File: src/rtl/mips_run_mon_pkg.sv
// rtl/mips_run_mon_pkg.sv - shared state type and MISR constants for the MIPS run monitor
package mips_run_mon_pkg;

    typedef enum logic [1:0] {
        IDLE,
        HOLD_RST,
        RUN,
        DONE
    } run_state_t;

    localparam logic [15:0] SIG_SEED = 16'hFFFF;
    // Galois taps for x^16 + x^14 + x^13 + x^11 + 1
    localparam logic [15:0] SIG_POLY = 16'hB400;

endpackage

File: src/rtl/mips_sig_misr.sv
// rtl/mips_sig_misr.sv - Galois MISR folding one data word per enabled cycle into a signature
module mips_sig_misr #(
    parameter int                DATA_W = 16,
    parameter logic [DATA_W-1:0] POLY   = DATA_W'(mips_run_mon_pkg::SIG_POLY)
) (
    input  logic              clk,
    input  logic              reset,
    input  logic              load,
    input  logic [DATA_W-1:0] seed,
    input  logic              en,
    input  logic [DATA_W-1:0] din,
    output logic [DATA_W-1:0] sig
);

    always_ff @(posedge clk or posedge reset) begin
        if (reset) begin
            sig <= seed;
        end else if (load) begin
            sig <= seed;
        end else if (en) begin
            sig <= ((sig >> 1) ^ (sig[0] ? POLY : '0)) ^ din;
        end
    end

endmodule

File: src/rtl/mips_run_monitor.sv
// rtl/mips_run_monitor.sv - core run controller with halt/timeout detection; MISR signature under MIPS_RUN_MON_SIG_EN
module mips_run_monitor #(
    parameter int                DATA_W       = 16,
    parameter int                PC_W         = 16,
    parameter int                MAX_CYCLES   = 1024,
    parameter int                RESET_CYCLES = 2,
    parameter int                HALT_REPEAT  = 2,
    parameter logic [DATA_W-1:0] SIG_SEED     = DATA_W'(mips_run_mon_pkg::SIG_SEED),
    localparam int               CNT_W        = $clog2(MAX_CYCLES + 1)
) (
    input  logic              clk,
    input  logic              reset,
    input  logic              start,
    input  logic [PC_W-1:0]   pc_i,
    input  logic [DATA_W-1:0] result_i,
    output logic              cpu_reset_n,
    output logic              busy,
    output logic              done,
    output logic              halted,
    output logic              timeout,
    output logic [CNT_W-1:0]  cycle_count,
    output logic [DATA_W-1:0] signature
);

    import mips_run_mon_pkg::*;

    localparam int HOLD_W  = $clog2(RESET_CYCLES + 1);
    localparam int STALL_W = $clog2(HALT_REPEAT + 1);

    run_state_t         state;
    run_state_t         state_next;
    logic [HOLD_W-1:0]  hold_cnt;
    logic [STALL_W-1:0] stall_cnt;
    logic [STALL_W-1:0] stall_next;
    logic [PC_W-1:0]    prev_pc;
    logic [CNT_W-1:0]   cnt_next;
    logic               accept;
    logic               pc_match;
    logic               halt_hit;
    logic               limit_hit;

    always_ff @(posedge clk or posedge reset) begin
        if (reset) begin
            state <= IDLE;
        end else begin
            state <= state_next;
        end
    end

    always_comb begin
        accept   = start && (state == IDLE || state == DONE);
        cnt_next = cycle_count + 1'b1;
        // prev_pc is stale on the first RUN cycle, so a match there is ignored
        pc_match = (cycle_count != '0) && (pc_i == prev_pc);
        if (!pc_match) begin
            stall_next = '0;
        end else if (stall_cnt == STALL_W'(HALT_REPEAT)) begin
            stall_next = stall_cnt;
        end else begin
            stall_next = stall_cnt + 1'b1;
        end
        halt_hit  = (stall_next == STALL_W'(HALT_REPEAT));
        limit_hit = (cnt_next == CNT_W'(MAX_CYCLES));

        state_next = state;
        case (state)
            IDLE, DONE: if (start) state_next = HOLD_RST;
            HOLD_RST:   if (hold_cnt == HOLD_W'(RESET_CYCLES - 1)) state_next = RUN;
            RUN:        if (halt_hit || limit_hit) state_next = DONE;
            default:    state_next = IDLE;
        endcase
    end

    always_ff @(posedge clk or posedge reset) begin
        if (reset) begin
            cpu_reset_n <= 1'b0;
            busy        <= 1'b0;
            done        <= 1'b0;
            halted      <= 1'b0;
            timeout     <= 1'b0;
            cycle_count <= '0;
            hold_cnt    <= '0;
            stall_cnt   <= '0;
            prev_pc     <= '0;
        end else begin
            cpu_reset_n <= (state_next == RUN) || (state_next == DONE);
            busy        <= (state_next == HOLD_RST) || (state_next == RUN);
            done        <= (state_next == DONE);
            if (accept) begin
                cycle_count <= '0;
                halted      <= 1'b0;
                timeout     <= 1'b0;
                stall_cnt   <= '0;
                hold_cnt    <= '0;
            end else if (state == HOLD_RST) begin
                hold_cnt <= hold_cnt + 1'b1;
            end else if (state == RUN) begin
                cycle_count <= cnt_next;
                stall_cnt   <= stall_next;
                prev_pc     <= pc_i;
                // halt takes priority when both end conditions land on one edge
                if (halt_hit) begin
                    halted <= 1'b1;
                end else if (limit_hit) begin
                    timeout <= 1'b1;
                end
            end
        end
    end

`ifdef MIPS_RUN_MON_SIG_EN
    logic run_en;
    assign run_en = (state == RUN);

    mips_sig_misr #(
        .DATA_W (DATA_W),
        .POLY   (DATA_W'(SIG_POLY))
    ) u_misr (
        .clk   (clk),
        .reset (reset),
        .load  (accept),
        .seed  (SIG_SEED),
        .en    (run_en),
        .din   (result_i),
        .sig   (signature)
    );
`else
    logic unused_result;
    assign unused_result = ^result_i;
    assign signature     = SIG_SEED;
`endif

endmodule

File: config.mk
export PLATFORM = sky130hd
export DESIGN_NAME = mips_run_monitor
export DESIGN_NICKNAME = d
export VERILOG_FILES = /design/src/rtl/mips_run_mon_pkg.sv /design/src/rtl/mips_sig_misr.sv /design/src/rtl/mips_run_monitor.sv
export SDC_FILE = /design/constraint.sdc
export NUM_CORES = 1
export LEC_CHECK = 0
export BUFFER_PORTS_ARGS = -buffer_cell sky130_fd_sc_hd__buf_2
export CORE_UTILIZATION = 30
export CTS_CLUSTER_DIAMETER = 30
export CTS_CLUSTER_SIZE = 14
export DETAILED_ROUTE_END_ITERATION = 8
export GPL_TIMING_DRIVEN = 0
export PLACE_DENSITY = 0.61
export REMOVE_ABC_BUFFERS = 1
export SYNTH_ARGS = -nofsm -noshare
export SYNTH_HDL_FRONTEND = slang
export SYNTH_SLANG_ARGS = --single-unit
File: constraint.sdc
create_clock -name clk -period 2.6 [get_ports clk]
set_clock_uncertainty 0.2 [all_clocks]
set_input_delay 0.26 -clock clk [delete_from_list [all_inputs] [get_ports clk]]
set_output_delay 0.26 -clock clk [all_outputs]
set_load 0.02 [all_outputs]
==> out/results.ini, run 1 <==
[run_status]
run_status = finished, final reports clean

[yosys]
synthDistinctLibCells = 43
yosys.area.top_type = dfrtp_1
synth_most_common_cell = dfrtp_1
synth_ff_type = dfrtp_1
syn-cell-area_um2 = 2120
synth_area_per_cell_um2 = 10.6
netlist_top_cells_count = 37 x dfrtp_1, 17 x buf_4, 16 x mux2_2, 16 x xor2_1
synth_area_leaders = dfrtp_1 44%, mux2_2 8.5%, xor2_1 6.6%
synthArstFlopShare = 1.00
yosys_register_bits = 37
synth-edff-count = 0
synth.top_cell.area_share = 0.438
yosys_warnings = 0
ys_seq_area_frac = 0.438
syn-instance-count = 200

[critical_path]
path_max_fanout = 7
critPathRequiredTime_ps = 2570
worstSetupEndpointType = flop
setup.worst_path.start_class = flop
crit_arrival_ps = 2400
crit_type = reg2reg

[power]
clkPwrFrac = 0.198
pwr_density_cell_nw_per_um2 = 865
p_int_mw = 1.35
pwr-share-seq = 0.427
p_leak_nw = 1.12
swShare = 0.347
switching_power_mw = 0.716
peakVddDrop_mv = 0.476
combPwrFrac = 0.375
power_mw = 2.07

[clock_tree]
cts_buffers = 5
post_cts_buffers = 0
cts_tree = done
insertion_delay_ps = 290
cts-htree-levels = 2
cts_buffer_depth = 2
clk_pin_slew_ps = 70
clockRootBuffer = clkbuf_8
clock_sinks = 37

[worst_hold_path]
hp-class = in2reg

[detailed_routing]
detail_route.wl_per_cell_um = 11.9
wirelength_um = 3920
drcViolationCount = 0
first_pass_iters = 4
drt.antenna.violating_nets = 0
vias = 1510
initialDrtViolationCount = 81
viasPerCell = 4.59

[sta]
final_hold_viol_count = 0
finalMaxSlewViolations = 0
holdWs_ps = 20.1
finalCriticalPeriod_ps = 2420
slew_headroom = 0.475
fmax_mhz = 413
final.period_utilization = 0.932
fin_setup_tns_ps = 0
tightest_slew_ps = 786
finalSetupViolCount = 0
rsz0062_at_grt = no

[final_layout]
n_antenna_cell = 0
fin_area_um2 = 2390
nets = 275
area_delta_synth_final_pct = 12.9
drive_gt1_frac = 0.279
fin_util = 0.352

[global_route]
grt_pass1_wl_um = 6960
grt_max_degree = 38
grt_pass1_vias = 1479
antenna_found_initial = 0
grt-ovfl-total = 0
track_usage = 0.119

[die]
dieArea_um2 = 7390
start_util = 0.311
core.rowCount = 30
core_region_area_um2 = 6790
die_x_um = 86.0
pin_count = 67
die_y_um = 86.0

[placed_design]
io_buffers = 34
dpl_cell_area_um2 = 2290
hpwl_um = 2780
place_congestion = 0.773

[flow_run]
cap_violations = 0

[path summary, 6_finish.rpt]
kind,endpoint,slack (ps),start,depth (start not counted)
max,busy,180,cycle_count[0],6
min,hold_cnt[0],20,start,2
max reg2reg,busy,180,cycle_count[0],6
min reg2reg,stall_cnt[1],320,stall_cnt[1],1
max in group asynchronous,prev_pc[12],1220,reset,3
min in group asynchronous,prev_pc[14],460,reset,3
[per-stage QoR]
stage / setup slack [ps] / instances
2_1_floorplan: 267 / 191
3_3_place_gp: 31.5 / 321
3_5_place_dp: 18.0 / 321
4_1_cts: 8.27 / 329
5_1_grt: 49.0 / 329
6_report: 177 / 329
[cells by family (layout without fill, tap and decap cells)]
group	after synthesis	in the layout	share of synthesized area
AO/OA/AOI/OAI	38	38	0.118
adder cells (fa/ha/maj)	7	7	0.0414
AND/OR/NAND/NOR	49	49	0.138
flip-flops	37	37	0.438
buffers and inverters	33	51	0.0976
other	1	16	0.00177
XOR/XNOR	17	17	0.0704
multiplexers	18	18	0.0946
[state kept, by name, indices dropped and copies added, names as in the netlist]
| name | flops |
|---|---|
| halted | 1 |
| cpu_reset_n | 1 |
| hold_cnt | 2 |
| state | 1 |
| prev_pc | 16 |
| timeout | 1 |
| cycle_count | 11 |
| done | 1 |
| busy | 1 |
| stall_cnt | 2 |
[critical path, stage by stage (launching register included)]
cell and delay (ps):
dfrtp_1 440, ha_1 270, and2_0 280, and3_1 250
a2111o_1 430, o21a_1 180, ha_1 260
[routing by layer]
metal / GRT usage / wire length, µm / share of wire
met2: 0.188 / 1760 / 0.45
met4: 0.0409 / 43 / 0.011
met3: 0.0337 / 212 / 0.054
met1: 0.155 / 1900 / 0.48
met5: 0 / 0 / 0
[timing repair]
| item | CTS | global route |
|---|---|---|
| setup endpoints to repair | 0 | 11 |
| gates resized for setup | 0 | 1 |
| hold buffers | 1 | 0 |
| endpoints found under the hold margin | 37 | 0 |
[final cells by class]
type                            count  area (µm²)
Sequential cell                    37         926
Inverter                            9        33.8
Fill cell                         701        4410
Timing Repair Buffer               35         180
Tap cell                           96         120
Multi-Input combinational cell    145        1040
Clock buffer                        7        86.3
[cell usage in the layout (no fill, tap or decap), types with 3 or more instances in the layout]
cell	n
xor2_1	16
mux2_2	16
inv_1	8
nor3_1	4
o21a_1	4
a21oi_1	8
clkbuf_8	6
nor2_1	6
o21ai_0	12
conb_1	16
a22o_1	3
ha_1	6
nand2_1	12
buf_2	34
dfrtp_1	37
o31ai_1	4
nand3_1	6
nor4_1	4
[power by group through the flow]
stage               clock network, mW  logic [mW]  registers (mW)
floorplan                           0       0.588           0.907
global placement                    0       0.768           0.885
detailed placement                  0       0.787           0.895
CTS                             0.423       0.789           0.884
global route                    0.449       0.886           0.912
finish                          0.409       0.774           0.883
Note: power is estimated with default switching activity, not from simulation.
==> run 2, diff against run 1 <==
--- a/config.mk
+++ b/config.mk
@@ -8,11 +8,12 @@
 export BUFFER_PORTS_ARGS = -buffer_cell sky130_fd_sc_hd__buf_2
 export CORE_UTILIZATION = 30
 export CTS_CLUSTER_DIAMETER = 30
-export CTS_CLUSTER_SIZE = 14
+export CTS_CLUSTER_SIZE = 24
 export DETAILED_ROUTE_END_ITERATION = 8
 export GPL_TIMING_DRIVEN = 0
 export PLACE_DENSITY = 0.61
 export REMOVE_ABC_BUFFERS = 1
+export SKIP_CTS_REPAIR_TIMING = 1
 export SYNTH_ARGS = -nofsm -noshare
 export SYNTH_HDL_FRONTEND = slang
 export SYNTH_SLANG_ARGS = --single-unit
==> constraint.sdc (replaced) <==
create_clock -name clk -period 2.6 [get_ports clk]
set_clock_uncertainty 0.2 [all_clocks]
set_input_delay 0.52 -clock clk [delete_from_list [all_inputs] [get_ports clk]]
set_output_delay 0.52 -clock clk [all_outputs]
set_load 0.02 [all_outputs]
==> run 2 against run 1 <==
  * Clock power barely moved
  * First-iteration DRC count fell by 1.2%
  * Total power barely moved
  * Routed wire length fell by 0.46%
  * Non-clock buffer count fell by 1
  * Worst setup slack did not move
  * Flip-flop and latch count did not move
  * Global-route usage barely moved
  * Register-to-register slack barely moved
  * Die area did not move
  * Sequential power barely moved
  * Fmax barely moved
  * Critical path type unchanged
  * Critical endpoint unchanged
==> out/results.ini, run 2 (synthesized netlist as in run 1, its figures left out) <==
[critical_path]
critPathCapture = busy
worstSetupEndpointType = flop
cpPeakStageDelay_ps = 440
setup.worst_path.start = cycle_count[0]
critPathMostFrequentCell = ha_1
crit_arrival_ps = 2400
worstRegToRegCells = 6
crit_path_cell_trace = ha_1 -> and2_0 -> and3_1 -> a2111o_1 -> o21a_1 -> ha_1
path_max_fanout = 7
r2r_end = busy
crit_type = reg2reg
slowest_stage = dfrtp_1
critPathRequiredTime_ps = 2570
reg2reg_slack_ps = 180
r2r-start = cycle_count[0]
setup.worst_path.start_class = flop

[final_layout]
mostFrequentLayoutCell = dfrtp_1
layout_common_cells = 37 x dfrtp_1, 34 x buf_2, 16 x mux2_2, 16 x xor2_1, 16 x conb_1
reg_top3 = prev_pc x16, cycle_count x11
regMostFlops = prev_pc
fin_cells = 328
area_delta_synth_final_pct = 12.4
nets = 274
largest_register_ffs = 16
n_antenna_cell = 0
nFillCells = 702
drive_gt1_frac = 0.280

[clock_tree]
cts_buffer_depth = 2
cts_buffers = 5
cts-htree-levels = 2
clk_pin_slew_ps = 70
cts_tree = done
clock_sinks = 37
clockRootBuffer = clkbuf_8
insertion_delay_ps = 290

[placed_design]
preCtsSetupSlack_ps = 18.0
io_buffers = 34
place_congestion = 0.773
dp_cells = 321
hpwl_um = 2780

[die]
core.rowCount = 30
start_util = 0.311
dieArea_um2 = 7390
core_region_area_um2 = 6790
die_y_um = 86.0
pin_count = 67
die_x_um = 86.0

[sta]
fmax_mhz = 413
finalSetupViolCount = 0
rsz0062_at_grt = no
final.period_utilization = 0.932
slew_headroom = 0.477
final_hold_viol_count = 0
holdWs_ps = 172
finalCriticalPeriod_ps = 2420
tightest_slew_ps = 784
fin_setup_tns_ps = 0
finalMaxSlewViolations = 0
setup_ws_ps = 177

[worst_hold_path]
hp-class = in2async

[detailed_routing]
viasPerCell = 4.58
detail_route.wl_per_cell_um = 11.9
initialDrtViolationCount = 80
drcViolationCount = 0
vias = 1501
first_pass_iters = 4
drt.antenna.violating_nets = 0
wirelength_um = 3900

[global_route]
grt-ovfl-total = 0
grt_pass1_wl_um = 6930
grt_pass1_vias = 1467
track_usage = 0.118
antenna_found_initial = 0
grt_max_degree = 38

[flow_run]
cap_violations = 0

[run_status]
run_status = finished, final reports clean

[power]
peakVddDrop_mv = 0.468
p_leak_nw = 1.12
pwr_density_cell_nw_per_um2 = 868

[run 2: cell types whose count changed in the layout (fill, tap and decap cells not counted)]
cell,change
dlygate4sd3_1,-1
[run 2: final cells by class]
cell class | count | area, µm² | area share
tap | 96 | 120 | 0.0505
sequential | 37 | 926 | 0.389
multi-input combinational | 145 | 1040 | 0.438
inverter | 9 | 33.8 | 0.0142
timing repair buffer | 34 | 170 | 0.0715
clock buffer | 7 | 86.3 | 0.0363
[run 2: report_power, final]
part	leakage [nW]	internal (mW)	switching [mW]	total (mW)
Sequential	0.476	0.759	0.125	0.883
Combinational	0.597	0.380	0.394	0.773
Clock	0.0443	0.210	0.198	0.408
[run 2: routing by layer]
layer,global-route usage,wire length (µm),vias up
met4,0.0409,43,0
li1,-,-,731
met1,0.155,1910,720
met3,0.0337,199,4
met2,0.187,1740,46
met5,0,0,-
[run 2: how the worst min path moves through the flow]
stage / slack (ps) / endpoint / start / cells past startpoint
floorplan: 270 / stall_cnt[0] / stall_cnt[0] / 1
global placement: 290 / stall_cnt[0] / stall_cnt[0] / 1
detailed placement: 300 / stall_cnt[1] / stall_cnt[1] / 1
CTS: 220 / prev_pc[8] / reset / 2
global route: 250 / prev_pc[14] / reset / 2
finish: 170 / prev_pc[15] / reset / 2
[run 2: per-stage QoR]
stage	util	instance area, µm²	power, mW
6_report	0.350	2380	2.06
5_1_grt	0.350	2380	2.25
4_1_cts	0.350	2380	2.09
3_5_place_dp	0.337	2290	1.68
3_3_place_gp	0.337	2290	1.65
2_1_floorplan	-	2000	1.50
[run 2: worst max-delay path, delay by kind of cell (launching register included)]
kind	cells	cell delay, ps
compound gates	2	610
fa+ha+maj	2	530
simple gates	2	530
flops	1	440
==> run 3, diff against run 2 <==
--- a/config.mk
+++ b/config.mk
@@ -6,6 +6,7 @@
 export NUM_CORES = 1
 export LEC_CHECK = 0
 export BUFFER_PORTS_ARGS = -buffer_cell sky130_fd_sc_hd__buf_2
+export CORE_MARGIN = 5
 export CORE_UTILIZATION = 30
 export CTS_CLUSTER_DIAMETER = 30
 export CTS_CLUSTER_SIZE = 24
==> run 3 against run 2 <==
  * Non-clock buffer count did not move
  * Combinational power about the same
  * Hold slack better by 20 ps
  * Clock-buffer cell count rose by 1
  * Sequential share of layout area grew 0.10 points
  * Total power shrank 1.2%
  * Routed wire length rose by 6.2%
  * Critical endpoint unchanged
  * Largest cell class unchanged
  * Highest routed layer unchanged
==> out/results.ini, run 3 (synthesized netlist as in run 1, its figures left out) <==
[critical_path]
setup.worst_path.start_class = flop
crit_type = reg2reg
setup.worst_path.start = cycle_count[0]
reg2reg_slack_ps = 190
worstRegToRegCells = 6
path_max_fanout = 7
crit_arrival_ps = 2380
critPathRequiredTime_ps = 2570
worstSetupEndpointType = flop
r2r-start = cycle_count[0]
r2r_end = busy

[detailed_routing]
drt.antenna.violating_nets = 0
detail_route.wl_per_cell_um = 12.6
first_pass_iters = 4
wirelength_um = 4140
initialDrtViolationCount = 47
drcViolationCount = 0
viasPerCell = 4.51
vias = 1484

[die]
core_region_area_um2 = 6830
die_y_um = 94.0
die_x_um = 94.0
pin_count = 67
dieArea_um2 = 8830
start_util = 0.310
core.rowCount = 30

[final_layout]
nets = 274
mostFrequentLayoutCell = dfrtp_1
regMostFlops = prev_pc
drive_gt1_frac = 0.275
fin_cells = 329
n_antenna_cell = 0
layout_common_cells = 37 x dfrtp_1, 34 x buf_2, 16 x mux2_2, 16 x xor2_1, 16 x conb_1
reg_top3 = prev_pc x16, cycle_count x11
area_delta_synth_final_pct = 12.1
largest_register_ffs = 16

[power]
peakVddDrop_mv = 0.360
p_leak_nw = 1.11
pwr_density_cell_nw_per_um2 = 860

[flow_run]
cap_violations = 0

[sta]
final_hold_viol_count = 0
slew_headroom = 0.459
finalCriticalPeriod_ps = 2410
final.period_utilization = 0.927
finalMaxSlewViolations = 0
tightest_slew_ps = 811
finalSetupViolCount = 0
fmax_mhz = 415
rsz0062_at_grt = no
setup_ws_ps = 189

[global_route]
antenna_found_initial = 0
grt_pass1_vias = 1524
track_usage = 0.101
grt_pass1_wl_um = 7150
grt-ovfl-total = 0
grt_max_degree = 38

[clock_tree]
cts_buffer_depth = 2
insertion_delay_ps = 280
clock_sinks = 37
cts-htree-levels = 2
cts_tree = done
cts_buffers = 5
clk_pin_slew_ps = 70
clockRootBuffer = clkbuf_8

[placed_design]
io_buffers = 34
dp_cells = 321
preCtsSetupSlack_ps = -24.9
place_congestion = 0.805
hpwl_um = 3020

[worst_hold_path]
hp-class = in2async

[run_status]
run_status = finished, final reports clean

[run 3: changes by cell type in the layout (fill, tap and decap cells not counted)]
cell,previous run,this run
clkbuf_8,6,5
clkbuf_1,1,3
[run 3: worst max-delay path by stage]
stage / to / slack, ps
after floorplan: busy / 270
after global placement: cycle_count[5] / 30
after detailed placement: cycle_count[7] / -20
after CTS: cycle_count[7] / -30
after global routing: cycle_count[7] / 30
final: busy / 190
[run 3: worst max-delay path, stage by stage (launching register included)]
cell and delay [ps]:
dfrtp_1 440, ha_1 260, and2_0 270, and3_1 240, a2111o_1 420, o21a_1 180
ha_1 270
[run 3: through the flow]
step | hold WS (ps) | cell area [µm²] | TNS, ps | util | total power, mW
2_1_floorplan | 273 | 2000 | 0 | - | 1.50
3_3_place_gp | 291 | 2290 | 0 | 0.335 | 1.66
3_5_place_dp | 307 | 2290 | -63.7 | 0.335 | 1.69
4_1_cts | 228 | 2370 | -84.6 | 0.347 | 2.09
5_1_grt | 264 | 2370 | 0 | 0.347 | 2.23
6_report | 192 | 2370 | 0 | 0.347 | 2.04
[run 3: cell type report]
type                            count  area (µm²)
Fill cell                         743        4460
Multi-Input combinational cell    145        1040
Clock buffer                        8        80.1
Tap cell                           96         120
Timing Repair Buffer               34         170
Sequential cell                    37         926
Inverter                            9        33.8
[run 3: routing by layer]
layer	vias to the layer above	part of all wire	global-route usage
li1	730	-	-
met1	710	0.47	0.134
met2	42	0.46	0.160
met3	2	0.056	0.0280
met4	0	0.0056	0.0313
met5	-	0	0
[run 3: power by group]
| part | switching, mW | internal [mW] | leakage, nW |
|---|---|---|---|
| clock network | 0.194 | 0.191 | 0.0395 |
| logic | 0.395 | 0.380 | 0.597 |
| registers | 0.122 | 0.759 | 0.476 |
| total | 0.712 | 1.33 | 1.11 |
